### src/rtl/arbitro_vc_wrr.sv
// Purpose : weighted round-robin scheduler sharing one output mux between VC0 and VC1 FIFOs.
// Latency : pops are combinational; mux_sel/mux_valid follow each pop by exactly one cycle.
// Backpr. : D0_pause or D1_pause freezes all pops (HOLD); the partial quantum resumes afterwards.
//
// Ports:
//   clk, reset_L            - clock (rising edge) and asynchronous active-low reset
//   VC0_empty, VC1_empty    - VC FIFO empty flags
//   D0_pause, D1_pause      - downstream almost-full; either one stalls the scheduler
//   VC0_pop, VC1_pop        - combinational pop strobes, never both high
//   mux_sel, mux_valid      - registered select (0=VC0, 1=VC1) and valid, aligned to FIFO read data
//   arb_state               - IDLE=0, SRV0=1, SRV1=2, HOLD=3
//
// Optional build macro ARB_STRICT_PRIO_EN: VC0 gets strict priority; weights and the
// quantum counter are unused. VC1 is served only while VC0 is empty.

module arbitro_vc_wrr #(
    parameter int WEIGHT0 = 4,
    parameter int WEIGHT1 = 1,
    parameter int CNT_W   = 3
) (
    input  logic       clk,
    input  logic       reset_L,
    input  logic       VC0_empty,
    input  logic       VC1_empty,
    input  logic       D0_pause,
    input  logic       D1_pause,
    output logic       VC0_pop,
    output logic       VC1_pop,
    output logic       mux_sel,
    output logic       mux_valid,
    output logic [1:0] arb_state
);

    typedef enum logic [1:0] {
        IDLE = 2'd0,
        SRV0 = 2'd1,
        SRV1 = 2'd2,
        HOLD = 2'd3
    } state_t;

`ifndef ARB_STRICT_PRIO_EN
    // Counter value of the last pop in a quantum.
    localparam logic [CNT_W-1:0] LAST0 = CNT_W'(WEIGHT0 - 1);
    localparam logic [CNT_W-1:0] LAST1 = CNT_W'(WEIGHT1 - 1);
`endif

    state_t           r_state;
    logic [CNT_W-1:0] r_cnt;
    logic             r_next_vc;
    logic             r_resume_vc;
    logic             r_mux_sel;
    logic             r_mux_valid;

    logic             w_pause;
    logic             w_pop0;
    logic             w_pop1;

    assign w_pause = D0_pause | D1_pause;

    // Gated by reset_L so the strobes drop the instant reset asserts, before any edge.
    assign w_pop0 = reset_L & (r_state == SRV0) & ~VC0_empty & ~w_pause;
    assign w_pop1 = reset_L & (r_state == SRV1) & ~VC1_empty & ~w_pause;

    assign VC0_pop   = w_pop0;
    assign VC1_pop   = w_pop1;
    assign mux_sel   = r_mux_sel;
    assign mux_valid = r_mux_valid;
    assign arb_state = r_state;

    always_ff @(posedge clk or negedge reset_L) begin
        if (!reset_L) begin
            r_state     <= IDLE;
            r_cnt       <= '0;
            r_next_vc   <= 1'b0;
            r_resume_vc <= 1'b0;
            r_mux_sel   <= 1'b0;
            r_mux_valid <= 1'b0;
        end else begin
            // Mux controls line up with the FIFO's one-cycle read latency.
            r_mux_valid <= w_pop0 | w_pop1;
            if (w_pop0 | w_pop1) begin
                r_mux_sel <= w_pop1;
            end

            case (r_state)
                IDLE: begin
                    if (w_pause) begin
                        r_state     <= HOLD;
                        r_resume_vc <= r_next_vc;
`ifdef ARB_STRICT_PRIO_EN
                    end else if (!VC0_empty) begin
                        r_state <= SRV0;
                        r_cnt   <= '0;
                    end else if (!VC1_empty) begin
                        r_state <= SRV1;
                        r_cnt   <= '0;
                    end
`else
                    // Preferred VC first, then the other one.
                    end else if (r_next_vc ? !VC1_empty : !VC0_empty) begin
                        r_state <= r_next_vc ? SRV1 : SRV0;
                        r_cnt   <= '0;
                    end else if (r_next_vc ? !VC0_empty : !VC1_empty) begin
                        r_state <= r_next_vc ? SRV0 : SRV1;
                        r_cnt   <= '0;
                    end
`endif
                end

                SRV0: begin
                    if (w_pause) begin
                        // Counter held so the quantum resumes where it stopped.
                        r_state     <= HOLD;
                        r_resume_vc <= 1'b0;
`ifndef ARB_STRICT_PRIO_EN
                    end else if (w_pop0 && (r_cnt == LAST0)) begin
                        // Quantum expired; with VC1 empty a fresh VC0 quantum starts.
                        r_cnt     <= '0;
                        r_next_vc <= 1'b1;
                        r_state   <= !VC1_empty ? SRV1 : SRV0;
`endif
                    end else if (VC0_empty) begin
                        r_cnt     <= '0;
                        r_next_vc <= 1'b1;
                        r_state   <= !VC1_empty ? SRV1 : IDLE;
                    end else begin
`ifndef ARB_STRICT_PRIO_EN
                        if (w_pop0) begin
                            r_cnt <= r_cnt + 1'b1;
                        end
`endif
                    end
                end

                SRV1: begin
                    if (w_pause) begin
                        r_state     <= HOLD;
                        r_resume_vc <= 1'b1;
`ifdef ARB_STRICT_PRIO_EN
                    end else if (!VC0_empty) begin
                        // VC0 preempts; a VC1 pop in this cycle still completes.
                        r_next_vc <= 1'b0;
                        r_state   <= SRV0;
`else
                    end else if (w_pop1 && (r_cnt == LAST1)) begin
                        r_cnt     <= '0;
                        r_next_vc <= 1'b0;
                        r_state   <= !VC0_empty ? SRV0 : SRV1;
`endif
                    end else if (VC1_empty) begin
                        r_cnt     <= '0;
                        r_next_vc <= 1'b0;
                        r_state   <= !VC0_empty ? SRV0 : IDLE;
                    end else begin
`ifndef ARB_STRICT_PRIO_EN
                        if (w_pop1) begin
                            r_cnt <= r_cnt + 1'b1;
                        end
`endif
                    end
                end

                HOLD: begin
                    if (!w_pause) begin
`ifdef ARB_STRICT_PRIO_EN
                        r_state <= (!VC0_empty || !r_resume_vc) ? SRV0 : SRV1;
`else
                        // Counter untouched: the interrupted quantum continues.
                        r_state <= r_resume_vc ? SRV1 : SRV0;
`endif
                    end
                end

                default: r_state <= IDLE;
            endcase
        end
    end

endmodule
### config.mk
export PLATFORM = sky130hd
export DESIGN_NAME = arbitro_vc_wrr
export DESIGN_NICKNAME = d
export VERILOG_FILES = /design/src/rtl/arbitro_vc_wrr.sv
export SDC_FILE = /design/constraint.sdc
export NUM_CORES = 1
export LEC_CHECK = 0
export BUFFER_PORTS_ARGS = -buffer_cell sky130_fd_sc_hd__clkbuf_2
export CORE_MARGIN = 2
export CORE_UTILIZATION = 45
export DETAILED_ROUTE_END_ITERATION = 10
export PLACE_DENSITY = 0.66
export SLEW_MARGIN = 5
export SYNTH_ARGS = -nofsm -noshare
export SYNTH_HDL_FRONTEND = slang
export SYNTH_SLANG_ARGS = --single-unit
### constraint.sdc
create_clock -name clk -period 4.22 [get_ports clk]
set_input_delay 0.844 -clock clk [delete_from_list [all_inputs] [get_ports clk]]
set_output_delay 0.844 -clock clk [all_outputs]
set_load 0.02 [all_outputs]
==> flow_metrics.py <==
metrics = {
    "clock_tree": {
        "hold_buffers": 0,
        "postCtsSetupRepairBufs": 0,
        "numCtsBuffers": 3,
        "clk_pin_slew_ns": 0.06,
        "cts_tree": "done",
        "clockRootBuffer": "clkbuf_4",
        "cts_max_level": 1,
        "cts_resized": 0,
        "clock_latency_ns": 0.26,
        "cts_sinks": 9,
        "max-clock-path-buffers": 2,
    },
    "yosys": {
        "synthCells": 79,
        "synth_edf_count": 0,
        "async_flop_share": 1.00,
        "synth_seq_area_share": 0.302,
        "yosysTopAreaCell": "dfrtp_1",
        "synth_top_area_share": 0.302,
        "ys_ff_latch": 9,
        "ys_top_cells_by_area": "dfrtp_1 (30%), ha_1 (13%), mux2i_1 (6.7%), a21oi_1 (4.0%), nand2b_4 (3.7%)",
        "yosys_warnings": 0,
        "yosys_most_used_dff": "dfrtp_1",
        "yosysMostFrequentCell": "dfrtp_1",
        "synth_common_cells": "dfrtp_1 (9), ha_1 (8), inv_1 (7), a21oi_1 (6)",
        "synth_area_um2": 746,
        "synth.distinct_cells": 31,
        "postSynthAreaPerCell_um2": 9.44,
        "syn-num-nets": 93,
    },
    "critical_path": {
        "path_cells": "clkbuf_2, or3b_1, nor2_1, clkbuf_2",
        "setup.worst_path.class": "primary input to output pin",
        "ff2ff_path_depth": 6,
        "cp_max_fo": 14,
        "worstReg2RegStart": "arb_state[0]$_DFFE_PN0P_",
        "cp_slowest_cell": "or3b_1",
        "critPathTopFamily": "simple AND/OR/NAND/NOR gates",
        "arrival_ns": 1.90,
        "path_common_cell": "clkbuf_2",
        "reg2reg_to": "r_cnt[1]$_DFFE_PN0P_",
        "path_buf_inv": 2,
        "r2r_slack_ns": 2.27,
        "critPathCaptureType": "output pin",
        "cp-start-kind": "primary input",
        "max_stage_delay_ns": 0.48,
        "critPathRequiredTime_ns": 3.38,
    },
    "die": {
        "core_um2": 1520,
        "start_util": 0.489,
        "rows": 14,
        "die_area_um2": 2000,
        "die_w_um": 44.7,
        "die-height_um": 44.7,
        "io_pins": 12,
    },
    "timing": {
        "max_freq_mhz": 365,
        "min_period_ns": 2.74,
        "fin_crit_sh": 0.650,
        "setup_viol": 0,
        "hold_viol": 0,
        "rsz0062_at_grt": "no",
        "slew_headroom": 0.746,
        "tns_ns": 0,
        "fin_worst_skew_ns": 0.00760,
        "maxSlewViolCount": 0,
        "worstMarginPinSlew_ns": 0.376,
    },
    "final_layout": {
        "regArea_um2": 225,
        "multi_input_area_um2": 485,
        "post-route-util": 0.550,
        "drive_above_1_share": 0.239,
        "synthToLayoutAreaGrowth_pct": 12.4,
        "fill_cells": 138,
        "n_antenna_cell": 0,
        "nNetsFinal": 107,
    },
    "drt": {
        "via_count": 636,
        "wl_per_cell_um": 13.6,
        "drt-total-wl_um": 1470,
        "ant_nets": 0,
        "drtIter0Drc": 5,
        "post-route-drc-count": 0,
        "first_pass_iters": 4,
        "vias_per_cell": 5.89,
    },
    "hold_path": {
        "min_path_type": "primary input to async pin",
    },
    "place": {
        "hpwl_um": 1130,
        "portBuffers": 11,
        "gp_congestion": 0.789,
    },
    "grt": {
        "grt_usage": 0.171,
        "grt_pass1_vias": 603,
        "antenna_found_initial": 0,
        "grt_pass1_wl_um": 2440,
        "overflow": 0,
        "grt_max_degree": 15,
    },
    "outcome": {
        "status": "completed",
    },
    "pwr": {
        "power_density_nw_per_um2": 652,
        "leakagePower_nw": 0.401,
        "p_total_uw": 547,
        "ir_drop_uv": 335,
    },
    "run": {
        "max-cap-violations": 0,
    },
}
-- registers in the layout, indices dropped and copies added (netlist names) --
signal       count
r_cnt            3
mux_valid        1
mux_sel          1
r_resume_vc      1
r_next_vc        1
arb_state        2
-- power breakdown --
group / internal, mW / switching, mW / total (mW)
Sequential: 0.115 / 0.0265 / 0.142
Combinational: 0.151 / 0.189 / 0.341
Clock: 0.0363 / 0.0280 / 0.0643
Total: 0.303 / 0.244 / 0.547
-- layer usage --
metal  share of wire  global-route usage  up-vias
li1                -                   -      317
met1            0.48               0.196      292
met2            0.44               0.272       19
met3           0.045              0.0480        8
met4           0.031               0.121        0
met5               0                   0        -
-- area by class of cell --
cell class / count / area share
Clock buffer: 4 / 0.0313
Inverter: 7 / 0.0313
Multi-Input combinational cell: 61 / 0.579
Sequential cell: 9 / 0.269
Tap cell: 16 / 0.0239
Timing Repair Buffer: 11 / 0.0657
-- cells in the final DEF (no fill, tap or decap), types with 2 or more instances in the layout --
master    Yosys  final
clkbuf_2      0     11
dfrtp_1       9      9
ha_1          8      8
inv_1         7      7
a21oi_1       6      6
nand2_1       5      5
mux2i_1       5      5
nor2_1        4      4
nand3_1       3      3
o21ai_0       3      3
clkbuf_4      0      3
nand2b_4      2      2
a41o_1        2      2
o22ai_1       2      2
nand4_1       2      2
and4b_1       2      2
nand2b_1      2      2
mux2_2        2      2
-- worst max path at each step --
| stage | startpoint | slack, ns | depth (start not counted) | endpoint |
|---|---|---|---|---|
| after floorplan | D1_pause | 1.73 | 3 | VC1_pop |
| after global placement | reset_L | 1.48 | 4 | VC1_pop |
| after detailed placement | reset_L | 1.46 | 4 | VC0_pop |
| after CTS | reset_L | 1.46 | 4 | VC0_pop |
| after global routing | reset_L | 1.37 | 4 | VC0_pop |
| final | reset_L | 1.48 | 4 | VC1_pop |
-- logic make-up after synthesis --
group / after synthesis / synth area share
simple gates: 28 / 0.257
compound gates: 18 / 0.163
buf+inv: 9 / 0.0470
fa+ha+maj: 8 / 0.134
mux: 7 / 0.0973
flops: 9 / 0.302
-- per-stage QoR --
step / area [um2] / setup slack (ns) / hold slack (ns) / cells
6_report: 838 / 1.48 / 0.466 / 108
5_1_grt: 838 / 1.37 / 0.465 / 108
4_1_cts: 838 / 1.46 / 0.461 / 108
3_5_place_dp: 812 / 1.46 / 0.524 / 104
3_3_place_gp: 812 / 1.48 / 0.519 / 104
2_1_floorplan: 746 / 1.73 / 0.493 / 79
Power figures use the tool's default switching activity.
